**src/rtl/uart_receiver_if.sv**
```systemverilog
// Byte stream between the UART receiver and the character writer.
// The receiver is master (drives valid/byte); the consumer is slave (drives ready).
interface uart_receiver_if;
    logic       character_valid;
    logic [7:0] character_byte;
    logic       character_ready;

    modport master (
        output character_valid,
        output character_byte,
        input  character_ready
    );

    modport slave (
        input  character_valid,
        input  character_byte,
        output character_ready
    );
endinterface

```
**src/rtl/uart_receiver.sv**
```systemverilog
// 8N1 serial receiver with a first-word fall-through byte FIFO.
// Bytes appear on the valid/ready stream one clock after their stop-bit sample.
module uart_receiver #(
    parameter int unsigned CLKS_PER_BIT = 234,
    parameter int unsigned FIFO_DEPTH   = 16
) (
    input  logic            clk,
    input  logic            reset_low,
    input  logic            rx,
    uart_receiver_if.master chr,
    output logic            overrun,
    output logic            framing_error
);
    localparam int unsigned CW    = $clog2(CLKS_PER_BIT);
    localparam int unsigned AW    = $clog2(FIFO_DEPTH);
    localparam int unsigned CNT_W = AW + 1;

    localparam logic [CW-1:0]    HALF = CW'(CLKS_PER_BIT / 2);
    localparam logic [CW-1:0]    LAST = CW'(CLKS_PER_BIT - 1);
    localparam logic [CNT_W-1:0] FULL = CNT_W'(FIFO_DEPTH);

    typedef enum logic [2:0] {
        S_IDLE,
        S_START,
        S_DATA,
        S_STOP,
        S_WAIT_IDLE
    } state_t;

    state_t          state_q, state_d;
    logic            rx_meta, rx_s;
    logic [CW-1:0]   cnt_q;
    logic [2:0]      idx_q;
    logic [7:0]      sh_q;
    logic            cnt_clr, idx_clr, shift_en, push_c, ferr_c;

    logic [7:0]      mem [FIFO_DEPTH];
    logic [AW-1:0]   wr_ptr_q, rd_ptr_q;
    logic [CNT_W-1:0] count_q, count_d;
    logic            valid_q;
    logic            pop_c, full_c, wr_en_c, drop_c;

    // Two-flop synchroniser; idles high so reset never looks like a start bit
    always_ff @(posedge clk or negedge reset_low) begin
        if (!reset_low) begin
            rx_meta <= 1'b1;
            rx_s    <= 1'b1;
        end else begin
            rx_meta <= rx;
            rx_s    <= rx_meta;
        end
    end

    always_ff @(posedge clk or negedge reset_low) begin
        if (!reset_low) state_q <= S_IDLE;
        else            state_q <= state_d;
    end

    always_comb begin
        state_d = state_q;
        case (state_q)
            S_IDLE:      if (!rx_s) state_d = S_START;
            S_START:     if (cnt_q == HALF) state_d = rx_s ? S_IDLE : S_DATA;
            S_DATA:      if (cnt_q == LAST && idx_q == 3'd7) state_d = S_STOP;
            S_STOP:      if (cnt_q == LAST) state_d = rx_s ? S_IDLE : S_WAIT_IDLE;
            S_WAIT_IDLE: if (rx_s) state_d = S_IDLE;
            default:     state_d = S_IDLE;
        endcase
    end

    always_comb begin
        cnt_clr  = 1'b0;
        idx_clr  = 1'b0;
        shift_en = 1'b0;
        push_c   = 1'b0;
        ferr_c   = 1'b0;
        case (state_q)
            S_IDLE:      cnt_clr = 1'b1;
            S_START: begin
                if (cnt_q == HALF) begin
                    cnt_clr = 1'b1;
                    idx_clr = 1'b1;
                end
            end
            S_DATA: begin
                if (cnt_q == LAST) begin
                    cnt_clr  = 1'b1;
                    shift_en = 1'b1;
                end
            end
            S_STOP: begin
                if (cnt_q == LAST) begin
                    push_c = rx_s;
                    ferr_c = !rx_s;
                end
            end
            S_WAIT_IDLE: cnt_clr = 1'b1;
            default:     cnt_clr = 1'b1;
        endcase
    end

    // Bit timing and LSB-first deserialiser
    always_ff @(posedge clk or negedge reset_low) begin
        if (!reset_low) begin
            cnt_q <= '0;
            idx_q <= '0;
            sh_q  <= '0;
        end else begin
            cnt_q <= cnt_clr ? '0 : cnt_q + CW'(1);
            if (idx_clr)       idx_q <= '0;
            else if (shift_en) idx_q <= idx_q + 3'd1;
            if (shift_en)      sh_q  <= {rx_s, sh_q[7:1]};
        end
    end

    // A pop in the same cycle frees the slot a full-FIFO push needs
    assign pop_c   = valid_q && chr.character_ready;
    assign full_c  = (count_q == FULL);
    assign wr_en_c = push_c && (!full_c || pop_c);
    assign drop_c  = push_c && full_c && !pop_c;

    always_comb begin
        count_d = count_q;
        if (wr_en_c && !pop_c)      count_d = count_q + CNT_W'(1);
        else if (!wr_en_c && pop_c) count_d = count_q - CNT_W'(1);
    end

    always_ff @(posedge clk or negedge reset_low) begin
        if (!reset_low) begin
            for (int unsigned i = 0; i < FIFO_DEPTH; i++) mem[i] <= '0;
            wr_ptr_q      <= '0;
            rd_ptr_q      <= '0;
            count_q       <= '0;
            valid_q       <= 1'b0;
            overrun       <= 1'b0;
            framing_error <= 1'b0;
        end else begin
            if (wr_en_c) begin
                mem[wr_ptr_q] <= sh_q;
                wr_ptr_q      <= wr_ptr_q + AW'(1);
            end
            if (pop_c) rd_ptr_q <= rd_ptr_q + AW'(1);
            count_q       <= count_d;
            valid_q       <= (count_d != '0);
            overrun       <= drop_c;
            framing_error <= ferr_c;
        end
    end

    assign chr.character_valid = valid_q;
    assign chr.character_byte  = mem[rd_ptr_q];
endmodule

```
**src/flat_wrapper.sv**
```systemverilog
// flat-port wrapper written by rule: the top's interface ports become plain ports
module uart_receiver_flat 
#(
    parameter int unsigned CLKS_PER_BIT = 234,
    parameter int unsigned FIFO_DEPTH   = 16
)
  (clk, reset_low, rx, overrun, framing_error, chr_character_valid, chr_character_byte, chr_character_ready);
  uart_receiver_if chr_i ();
  input  logic clk;
  input  logic reset_low;
  input  logic rx;
  output logic overrun;
  output logic framing_error;
  output wire logic [$bits(chr_i.character_valid)-1:0] chr_character_valid;
  output wire logic [$bits(chr_i.character_byte)-1:0] chr_character_byte;
  input wire logic [$bits(chr_i.character_ready)-1:0] chr_character_ready;
  assign chr_character_valid = chr_i.character_valid;
  assign chr_character_byte = chr_i.character_byte;
  assign chr_i.character_ready = chr_character_ready;
  uart_receiver #(.CLKS_PER_BIT(CLKS_PER_BIT), .FIFO_DEPTH(FIFO_DEPTH)) u_core (.clk(clk), .reset_low(reset_low), .rx(rx), .chr(chr_i), .overrun(overrun), .framing_error(framing_error));
endmodule
```
**config.mk**
```make
export PLATFORM = sky130hd
export DESIGN_NAME = uart_receiver_flat
export DESIGN_NICKNAME = d
export VERILOG_FILES = /design/src/rtl/uart_receiver_if.sv /design/src/rtl/uart_receiver.sv /design/src/flat_wrapper.sv
export SDC_FILE = /design/constraint.sdc
export NUM_CORES = 1
export LEC_CHECK = 0
export ABC_CLOCK_PERIOD_IN_PS = 2600
export CAP_MARGIN = 20
export CORE_MARGIN = 2
export CORE_UTILIZATION = 46
export CTS_CLUSTER_SIZE = 12
export DETAILED_ROUTE_END_ITERATION = 10
export REMOVE_ABC_BUFFERS = 1
export SKIP_LAST_GASP = 1
export SYNTH_ARGS = -nofsm -noshare
export SYNTH_HDL_FRONTEND = slang
export SYNTH_SLANG_ARGS = --single-unit
export TNS_END_PERCENT = 1
```
**constraint.sdc**
```tcl
create_clock -name clk -period 2.6 [get_ports clk]
set_input_delay 0.52 -clock clk [delete_from_list [all_inputs] [get_ports clk]]
set_output_delay 0.52 -clock clk [all_outputs]
set_load 0.005 [all_outputs]
```
* Word level (Yosys, flattened, before mapping)
Cells that the tools add are included.
Storage, ports and cells: register bits 168, output and inout port bits 11, bits of input ports 4
Cells by class: reduce and logical (&&, ||, !) cells 17, equal/unequal tests 13, bitwise logic cells 2, order comparisons 3, multiplexer cells 28, add/subtract/negate cells 6
Operators with widths (count):
- $bwmux 128 | 1
- $bmux 8 s4 | 1
- $demux 8 s4 | 1
- $mux 8 | 4
- $mux 3 | 8
- $pmux 3 s5 | 1
- $ge 5x5->1 const B | 2
- $mux 5 | 2
- $not 4->5 | 2
- $add 4x1->4 const B | 2
- $add 8x1->8 const B | 1
- $eq 8x7->1 const B | 1
- $eq 8x8->1 const B | 1
- $logic_and 1x1->1 | 8
- $mux 1 | 8
- $ne 2x1->1 const B | 4
- $eq 3x2->1 const B | 2
- $eq 3x3->1 const B | 2
- $add 5x1->5 const B | 1
- $eq 5x5->1 const B | 1
- $lt 5x1->1 const B | 1
- $reduce_and 5->1 | 1
- $reduce_bool 5->1 | 1
- $sub 5x1->5 const B | 1
- 9 further kinds | 12

* Depth between registers and ports, before layout
Gate-level depths: netlist (run 1).
depth after elaboration 9, mapped depth 8

* Worst setup path after synthesis (run 1)
OpenSTA, ideal clock, no wires.
path kind flip-flop to output port, start register u_core.rd_ptr_q[0], end output chr_character_byte[0], arrival 2.223 ns, stages on the path, launching flop included 5, setup slack -0.143 ns, data required time 2.080 ns, cell sequence dfrtp_1 -> clkbuf_1 -> buf_1 -> mux4_2 -> mux4_2
Between the ends: cells in the longest elaborated chain, start to end 4
Ends and longest elaborated chain:
- from (decl) | RTL line uart_receiver.sv:38 | logic [AW-1:0] wr_ptr_q, rd_ptr_q;
- from (signal assigned) | RTL line uart_receiver.sv:142 | if (pop_c) rd_ptr_q <= rd_ptr_q + AW'(1);
- $not 4->5 (not written as such) | RTL line uart_receiver.sv:151 | assign chr.character_byte = mem[rd_ptr_q];
- $bmux 8 s4 | RTL line uart_receiver.sv:151
- $mux 8 (not written as such) (2 in series) | RTL line uart_receiver.sv:151
- to (decl) | RTL line flat_wrapper.sv:15 | output wire logic [$bits(chr_i.character_byte)-1:0] chr_character_byte;
No other way between the ends. The select of a mux whose other input is x is not followed.

* Worst setup path in the final report (run 1)
start register u_core.rd_ptr_q[0], end output chr_character_byte[3]
The elaborated chain is that of the path after synthesis.

==> key figures, run 1 <==
Floorplan
  • Die area: 0.0179 mm2
  • I/O pins: 15
  • Die height: 134 um
  • Initial Util: 0.468
  • Core area: 0.0165 mm2
  • Row count: 47
  • Die Width: 134 um

Placement
  • DP Wirelength: 10.4 mm
  • Dpl cell area: 0.00840 mm2
  • Placer Congestion: 0.756
  • Place WS: -0.174 ns
  • Placed cells: 754
  • Port Buffers: 14

GRT
  • Vias in the first global route: 4654
  • Global-route wire length before repair: 25.7 mm
  • Total global-route track usage: 0.191
  • Total grt overflow: 0
  • Largest net degree at the start of global routing: 68
  • Initial antenna violation count: 0

Synth
  • Ys Warns: 0
  • Yosys top cell area share: 0.537
  • Synth area leaders: dfrtp_1, mux2_2, mux4_2, ha_1, clkbuf_1
  • Seq/Total Area, Yosys: 0.544
  • Synth Flop Type: dfrtp_1
  • Post-Syn Instances: 515
  • Flops & latches, synth: 168
  • Syn Area/Cell: 15.0 um2
  • Top cell type by total area after synthesis: dfrtp_1
  • Unique cell type count in the Yosys netlist: 43
  • Mapped Area: 0.00773 mm2
  • Post-synth EDFFs: 0
  • Asr flop ratio synth: 1.00

Worst hold path
  • HP Class: in -> async

STA
  • Worst Tran Pin Value: 0.642 ns
  • Setup-failing EPs final: 8
  • Setup_tns: -1.64 ns
  • Fin. max-slew vios: 0
  • Final Hold Fails: 0
  • Fin crit share: 1.09
  • Fmax: 0.352 GHz
  • Unrepaired setup endpoints after global routing: true
  • Worst hold slack: 0.0969 ns
  • Max Clock Skew: 0.00707 ns
  • Period minus WS final: 2.84 ns
  • Setup ws final: -0.240 ns
  • Slew HR: 0.572

Final layout
  • Non-Filler Instances: 798
  • Most common cell after layout, fill and taps aside: dfrtp_1
  • Most frequent cells in the layout: dfrtp_1, mux2_2, mux4_2
  • Finished Core Util: 0.553
  • Cell area after layout: 0.00914 mm2
  • Register area: 0.00421 mm2
  • Area of the multi-input gates: 0.00339 mm2
  • Synthesis-to-layout area growth: 18.1%
  • Share of cells above drive strength 1: 0.476
  • Nets: 581
  • N_diodes: 0
  • FILL cells: 1319

Power
  • Pwr dens: 747 mW/mm2
  • Register share of total power: 0.415
  • Power Internal: 5.02 mW
  • Leakage: 4.39 nW
  • VDD IR max: 0.494 mV
  • P_sw: 1.81 mW
  • Net Sw Frac: 0.265
  • Overall power: 6.83 mW
  • Combinational fraction of design power: 0.202
  • Clock share of power: 0.383

Routing
  • WL final: 15.6 mm
  • DRC: 0
  • Drt initial violations: 173
  • Vias: 4344
  • Router iterations before antenna repair: 4
  • DRT antenna net count: 0
  • Routed length per instance: 19.6 um
  • Vias/cell: 5.44

Clock tree
  • Clk_lat worst skew: 0.42 ns
  • Root Buffer: clkbuf_16
  • CTS sink count: 168
  • H-tree Lvls: 4
  • CTS clk-pin slew, worst paths: 0.06 ns
  • CTS tree: yes
  • CTS Buffer Depth: 2
  • Num CTS Buffers: 17

Run status
  • Failing checks: negative setup slack
  • Run status: finished, violations left

Setup path
  • FF-to-FF Start: u_core.count_q[0]
  • Crit-path max FO: 5
  • Worst path max stage delay: 0.53 ns
  • Kind of cell adding the most delay to the critical path: multiplexers
  • R2R setup slack: 0.06 ns
  • Crit path buf inv count: 3
  • Crit Path Class: reg -> out
  • Crit path launch type: flip-flop
  • Worst Path Arrival: 2.32 ns
  • Critical Path RT: 2.08 ns
  • CP Cell Sequence: buf_6 > buf_12 > mux4_2 > mux4_2 > buf_2
  • Worst path slowest cell: mux4_2
  • CP dominant cell by count: mux4_2
  • Worst Setup SP: u_core.rd_ptr_q[0]
  • Worst setup EP type: output pin

Flow run
  • MaxCap Viol Count: 0
==> worst paths after layout <==
kind,to,cells after the start
min in group clk,u_core.rx_s,0
min,u_core.mem[105],1
max,chr_character_byte[3],5
max in group asynchronous,u_core.rx_meta,2
max reg2reg,u_core.chr.character_valid,7
min reg2reg,u_core.rx_s,0
==> synth_stat cells (2+ instances only) <==
cell type	n
a21oi_1	2
and2_1	4
and3_1	3
buf_1	4
clkbuf_1	25
dfrtp_1	166
dfstp_2	2
ha_1	12
inv_1	6
mux2_2	137
mux2i_1	4
mux4_2	41
nand2_1	25
nand2b_1	2
nand3_1	8
nand4_1	4
nor2_1	23
nor2b_1	3
nor3_1	3
o21ai_0	2
or3_1	2
xnor2_1	10
xor2_1	7
==> what timing repair did <==
action / in CTS / in global routing
cloned: 2 / 0
pin swaps: 0 / 0
setup buffers: 11 / 1
setup endpoints to repair: 8 / 16
resized for setup: 37 / 2
endpoints found under the hold margin: 0 / 0
hold buffers: 0 / 0
==> state kept, by name, summed over array words and instances, names as in the netlist <==
name / flops
u_core.chr.character_valid: 1
u_core.cnt_q: 8
u_core.count_q: 5
u_core.framing_error: 1
u_core.idx_q: 3
u_core.mem: 128
u_core.overrun: 1
u_core.rd_ptr_q: 4
u_core.rx_meta: 1
u_core.rx_s: 1
u_core.sh_q: 8
u_core.state_q: 3
u_core.wr_ptr_q: 4
==> worst reg2reg max path, stage by stage, from the launching register on <==
cell and delay, ns:
dfrtp_1 0.42, inv_1 0.09, ha_1 0.20, and4bb_4 0.23, a2111oi_4 0.45, xnor2_1 0.15
a2111oi_0 0.41, or4b_1 0.46
==> cells by family (layout without fill, tap and decap cells) <==
| kind of cell | after synthesis | in the layout | synth area share |
|---|---|---|---|
| multiplexers | 183 | 183 | 0.325 |
| flip-flops | 168 | 168 | 0.544 |
| AND/OR/NAND/NOR | 89 | 89 | 0.0616 |
| buffers and inverters | 36 | 99 | 0.0180 |
| XOR/XNOR | 17 | 17 | 0.0192 |
| adder cells (fa/ha/maj) | 12 | 12 | 0.0194 |
| AO/OA/AOI/OAI | 10 | 10 | 0.0125 |
==> per-layer routing <==
metal / track usage / wire length, um
met1: 0.262 / 7400
met2: 0.305 / 7660
met3: 0.0392 / 347
met4: 0.0668 / 234
met5: 0 / 0
==> power groups by stage <==
stage / logic [mW] / clock network, mW / registers (mW)
after floorplan: 0.494 / 0 / 3.03
final: 1.38 / 2.62 / 2.84
after global routing: 1.48 / 2.80 / 2.85
after CTS: 1.40 / 2.69 / 2.83
after detailed placement: 1.13 / 0 / 2.88
after global placement: 1.12 / 0 / 2.88
==> area by class of cell <==
cell class,instances,area share
well taps,220,0.0301
flip-flops and latches,168,0.460
repair buffers,61,0.0679
clock inverters,13,0.0186
inverters,6,0.00246
multi-input cells,311,0.371
clock buffers,19,0.0496
(Power assumes the default switching activity.)
==> run 2: changes to the inputs <==
Settings changed: SKIP_LAST_GASP 1 to default.
==> run 2 against run 1 <==
The run still ends with negative setup slack left. First-iteration DRC count is 13% lower. Sequential power is essentially flat. Design area is essentially flat. Die area is the same. Cell count down 0.13%. Routed wire length about the same. Clock skew about the same. Clock power about the same. Flip-flop and latch count stayed put. Global-route usage about the same. Clock-buffer cell count unchanged. Largest cell class unchanged.
==> key figures, run 2 (synthesis gave the netlist of run 1 again) <==
STA
  • Setup ws final: -0.241 ns (-0.00126 ns)
  • Setup-failing EPs final: 8 (unchanged)
  • Fin. max-slew vios: 0 (unchanged)
  • Max Clock Skew: 0.00683 ns (-0.000248 ns)
  • Final Hold Fails: 0 (unchanged)
  • Fmax: 0.352 GHz (about the same)
  • Fin crit share: 1.09 (about the same)
  • Slew HR: 0.563 (-0.00899)
  • Period minus WS final: 2.84 ns (+0.00126 ns)
  • Worst hold slack: 0.0987 ns (+0.00183 ns)
  • Unrepaired setup endpoints after global routing: true
  • Worst Tran Pin Value: 0.656 ns (+0.0135 ns)

Flow run
  • MaxCap Viol Count: 0 (unchanged)

Power
  • Pwr dens: 749 mW/mm2 (+0.24%)
  • Overall power: 6.84 mW (+0.23%)
  • VDD IR max: 0.493 mV (-0.26%)
  • Leakage: 4.39 nW (about the same)

Floorplan
  • Die Width: 134 um (unchanged)
  • Die area: 0.0179 mm2 (unchanged)
  • I/O pins: 15 (unchanged)
  • Die height: 134 um (unchanged)
  • Core area: 0.0165 mm2 (unchanged)
  • Initial Util: 0.468 (unchanged)
  • Row count: 47 (unchanged)

Final layout
  • Largest reg by FF count: u_core.mem
  • Share of cells above drive strength 1: 0.480 (+0.00429)
  • Most frequent cells in the layout: dfrtp_1, mux2_2, mux4_2
  • Top flop regs: u_core.mem x128, u_core.cnt_q x8, u_core.sh_q x8
  • Nets: 580 (-0.17%)
  • Largest register FFs: 128 (unchanged)
  • N_diodes: 0 (unchanged)
  • Synthesis-to-layout area growth: 18.1% (about the same)
  • Most common cell after layout, fill and taps aside: dfrtp_1
  • FILL cells: 1316 (-0.23%)

Routing
  • DRC: 0 (unchanged)
  • DRT antenna net count: 0 (unchanged)
  • WL final: 15.6 mm (about the same)
  • Vias/cell: 5.45 (+0.19%)
  • Routed length per instance: 19.6 um (about the same)
  • Vias: 4347 (+0.069%)
  • Router iterations before antenna repair: 4 (unchanged)
  • Drt initial violations: 151 (-13%)

Clock tree
  • Root Buffer: clkbuf_16
  • Num CTS Buffers: 17 (unchanged)
  • CTS clk-pin slew, worst paths: 0.06 ns (about the same)
  • H-tree Lvls: 4 (unchanged)
  • CTS Buffer Depth: 2 (unchanged)
  • CTS Hold Bufs: 0 (unchanged)
  • CTS sink count: 168 (unchanged)
  • CTS tree: yes
  • Clk_lat worst skew: 0.42 ns (about the same)

Run status
  • Failing checks: negative setup slack
  • Run status: finished, violations left

GRT
  • Largest net degree at the start of global routing: 68 (unchanged)
  • Vias in the first global route: 4654 (unchanged)
  • Initial antenna violation count: 0 (unchanged)
  • GR Layer Usage met2: 0.305 (unchanged)
  • Total grt overflow: 0 (unchanged)
  • Total global-route track usage: 0.191 (about the same)
  • GR Util met1: 0.261 (about the same)
  • GR peak layer: met2
  • Global-route wire length before repair: 25.7 mm (about the same)
  • Met3 usage: 0.0392 (unchanged)

Setup path
  • FF-to-FF Start: u_core.cnt_q[1]
  • Worst path slowest cell: mux4_2
  • CP dominant cell by count: mux4_2
  • Kind of cell adding the most delay to the critical path: multiplexers
  • Crit Path Class: reg -> out
  • Worst path max stage delay: 0.53 ns (about the same)
  • Crit path launch type: flip-flop
  • Crit path buf inv count: 3 (unchanged)
  • Worst setup EP type: output pin
  • Crit-path max FO: 5 (unchanged)
  • Critical Path RT: 2.08 ns (about the same)
  • Worst Setup SP: u_core.rd_ptr_q[0]
  • CP Cell Sequence: buf_6 > buf_12 > mux4_2 > mux4_2 > buf_2
  • Worst Path Arrival: 2.32 ns (about the same)

Placement
  • Port Buffers: 14 (unchanged)
  • Placer Congestion: 0.756 (unchanged)
  • DP Wirelength: 10.4 mm (unchanged)

Worst hold path
  • HP Class: in -> async
[run 2: final timing paths]
kind	endpoint	slack, ns	cells after the start
worst max-delay path	chr_character_byte[3]	-0.24	5
min in group clk	u_core.rx_s	0.36	0
worst min register to register	u_core.rx_s	0.36	0
worst max register to register	u_core.chr.character_valid	0.19	7
worst min-delay path	u_core.mem[105]	0.1	1
max in group asynchronous	u_core.rx_meta	1.74	2
[run 2: timing repair]
item                                    4_1_cts  5_1_grt
resized for setup                            40        4
pin swaps                                     0        1
gates cloned                                  2        0
buffers inserted                             11        0
endpoints found under the setup margin        8       16
hold endpoints to repair                      0        0
[run 2: final cells by class]
cell class,count,area (um2),area share
clock buffer,19,453,0.0496
clock inverter,13,170,0.0186
inverter,6,22.5,0.00246
multi-input combinational,311,3400,0.372
sequential,168,4210,0.461
tap,220,275,0.0301
timing repair buffer,60,612,0.0670
[run 2: through the flow]
step                cells  setup WS (ns)   util  setup TNS (ns)  instance area [um2]
floorplan             485         -0.475      -           -3.80                 7620
global placement      754        -0.0977  0.508           -1.21                 8400
detailed placement    754         -0.174  0.508           -2.63                 8400
CTS                   798         -0.247  0.553           -1.71                 9140
global route          797         -0.282  0.553           -2.02                 9140
finish                797         -0.241  0.553           -1.59                 9140
[run 2: routing by layer]
layer / vias up / routed length (um)
met5: - / 0
li1: 1983 / -
met3: 14 / 322
met2: 35 / 7680
met1: 2315 / 7400
met4: 0 / 238
[run 2: report_power, final]
part	total, mW	internal (mW)	leakage (nW)	switching (mW)
Sequential	2.84	2.70	2.30	0.140
Clock	2.62	1.57	0.308	1.04
Combinational	1.39	0.748	1.78	0.638
Total	6.84	5.02	4.39	1.82
==> run 3: changes to the inputs <==
Settings changed: PLACE_DENSITY from default to 0.71, SLEW_MARGIN from default to 40.
==> run 3 against run 2 <==
The run still ends with negative setup slack left. Cell count fell by 0.63%. Clock skew hardly changed. Core utilization shrank 0.26 points. Critical endpoint is now chr_character_byte[4]. Highest routed layer unchanged.
==> key figures, run 3 (synthesis gave the netlist of run 1 again) <==
STA
  • Max Clock Skew: 0.00637 ns (-0.000457 ns)
  • Worst Tran Pin Value: 0.590 ns (-0.0653 ns)
  • Slew HR: 0.606 (+0.0436)
  • Fin. max-slew vios: 0 (unchanged)
  • Final Hold Fails: 0 (unchanged)
  • Unrepaired setup endpoints after global routing: true
  • Fmax: 0.361 GHz (+2.6%)
  • Fin crit share: 1.06 (-0.0281)
  • Period minus WS final: 2.77 ns (-0.0731 ns)
  • Setup-failing EPs final: 8 (unchanged)
  • Setup ws final: -0.168 ns (+0.0731 ns)

Final layout
  • Most common cell after layout, fill and taps aside: dfrtp_1
  • Synthesis-to-layout area growth: 17.6%
  • Most frequent cells in the layout: dfrtp_1, mux2_2, mux4_2
  • Largest reg by FF count: u_core.mem
  • Share of cells above drive strength 1: 0.472 (-0.00804)
  • N_diodes: 0 (unchanged)
  • Largest register FFs: 128 (unchanged)
  • FILL cells: 1315 (-0.076%)
  • Nets: 575 (-0.86%)
  • Top flop regs: u_core.mem x128, u_core.cnt_q x8, u_core.sh_q x8
  • Area of the multi-input gates: 0.00340 mm2 (+0.22%)
  • Register area: 0.00421 mm2 (about the same)
  • Cell area after layout: 0.00909 mm2 (-0.47%)

Setup path
  • Worst setup EP type: output pin
  • Crit-path max FO: 5 (unchanged)
  • Worst path max stage delay: 0.51 ns (-0.02 ns)
  • Worst Path Arrival: 2.25 ns (-0.07 ns)
  • Crit Path Class: reg -> out
  • Crit path buf inv count: 3 (unchanged)
  • CP Cell Sequence: buf_6 > buf_12 > mux4_2 > mux4_2 > buf_2
  • Kind of cell adding the most delay to the critical path: multiplexers
  • Critical Path RT: 2.08 ns (about the same)
  • Worst path slowest cell: mux4_2
  • Crit path launch type: flip-flop
  • CP dominant cell by count: mux4_2

Clock tree
  • Num CTS Buffers: 17 (unchanged)
  • CTS sink count: 168 (unchanged)
  • Root Buffer: clkbuf_16
  • CTS tree: yes
  • CTS Hold Bufs: 0 (unchanged)
  • H-tree Lvls: 4 (unchanged)
  • Clk_lat worst skew: 0.43 ns (about the same)
  • CTS Buffer Depth: 2 (unchanged)
  • CTS clk-pin slew, worst paths: 0.07 ns (about the same)

GRT
  • Initial antenna violation count: 0 (unchanged)
  • Total grt overflow: 0 (unchanged)
  • Vias in the first global route: 4826 (+3.7%)
  • Global-route wire length before repair: 26.4 mm (+2.7%)
  • Total global-route track usage: 0.193 (+0.00253)
  • Largest net degree at the start of global routing: 53 (-22%)

Routing
  • Vias: 4392 (+1.0%)
  • Routed length per instance: 19.7 um (+0.52%)
  • Drt initial violations: 271 (+79%)
  • DRT antenna net count: 0 (unchanged)
  • WL met1: 6.78 mm (-8.4%)
  • WL final: 15.6 mm (-0.12%)
  • Top sig layer: met4
  • Router iterations before antenna repair: 4 (unchanged)
  • Vias/cell: 5.55 (+1.7%)
  • DRC: 0 (unchanged)
  • Detail Route met3 WL: 682 um (+110%)
  • DR WL met2: 7.99 mm (+4.0%)

Floorplan
  • Row count: 47 (unchanged)
  • I/O pins: 15 (unchanged)
  • Core area: 0.0165 mm2 (unchanged)
  • Die height: 134 um (unchanged)
  • Die Width: 134 um (unchanged)
  • Die area: 0.0179 mm2 (unchanged)
  • Initial Util: 0.468 (unchanged)

Power
  • Pwr dens: 736 mW/mm2 (-1.7%)
  • VDD IR max: 0.682 mV (+39%)
  • Leakage: 4.35 nW (-0.81%)
  • Overall power: 6.70 mW (-2.1%)

Flow run
  • MaxCap Viol Count: 0 (unchanged)

Placement
  • DP Wirelength: 10.5 mm (+1.1%)
  • Port Buffers: 14 (unchanged)
  • Dpl cell area: 0.00842 mm2 (+0.30%)
  • Placer Congestion: 0.790 (+4.6%)

Run status
  • Failing checks: negative setup slack
  • Run status: finished, violations left

Worst hold path
  • HP Class: in -> async
run 3: area by class of cell:
type / count / area share
sequential: 168 / 0.463
multi-input combinational: 311 / 0.374
timing repair buffer: 55 / 0.0658
clock buffer: 19 / 0.0487
tap: 220 / 0.0303
clock inverter: 13 / 0.0160
inverter: 6 / 0.00248
run 3: per-stage QoR:
stage | std cells | worst slack [ns] | TNS [ns] | hold WS [ns] | utilization
2_1_floorplan | 485 | -0.475 | -3.80 | 0.224 | -
3_3_place_gp | 754 | -0.129 | -0.293 | 0.346 | 0.510
3_5_place_dp | 754 | -0.121 | -0.696 | 0.348 | 0.510
4_1_cts | 794 | -0.224 | -1.59 | 0.0443 | 0.551
5_1_grt | 792 | -0.236 | -1.60 | 0.0590 | 0.550
6_report | 792 | -0.168 | -1.18 | 0.0354 | 0.550
run 3: what timing repair did:
item                       in CTS  in global routing
setup endpoints to repair       8                 15
cloned                          3                  0
resized for setup              40                  7
buffers inserted                6                  0
pin swaps                       0                  0
run 3: layer usage:
layer  vias to the layer above  global-route usage
met4                         0              0.0626
met1                      2305               0.259
met2                        98               0.318
met3                        14              0.0411
met5                         -                   0
li1                       1975                   -
run 3: path summary, 6_finish.rpt:
kind,start,slack (ns),depth (start not counted),endpoint
max,u_core.rd_ptr_q[0],-0.17,5,chr_character_byte[4]
min in group clk,u_core.rx_meta,0.36,0,u_core.rx_s
max reg2reg,u_core.count_q[0],0.20,9,u_core.mem[53]
min,reset_low,0.04,1,u_core.mem[91]
max in group asynchronous,reset_low,1.83,2,u_core.rx_meta
min reg2reg,u_core.rx_meta,0.36,0,u_core.rx_s
run 3: where the power goes:
group	leakage, nW	switching, mW	internal [mW]
Clock	0.280	1.05	1.45
Combinational	1.77	0.641	0.743
Sequential	2.30	0.112	2.70
Total	4.35	1.81	4.89
run 3: worst register-to-register path, stage by stage (launching register included):
cell	delay, ns
dfrtp_1	0.34
inv_1	0.07
ha_1	0.20
and4bb_4	0.24
a2111oi_4	0.39
buf_4	0.19
and2_0	0.15
buf_4	0.13
nand2_1	0.22
mux2_2	0.36
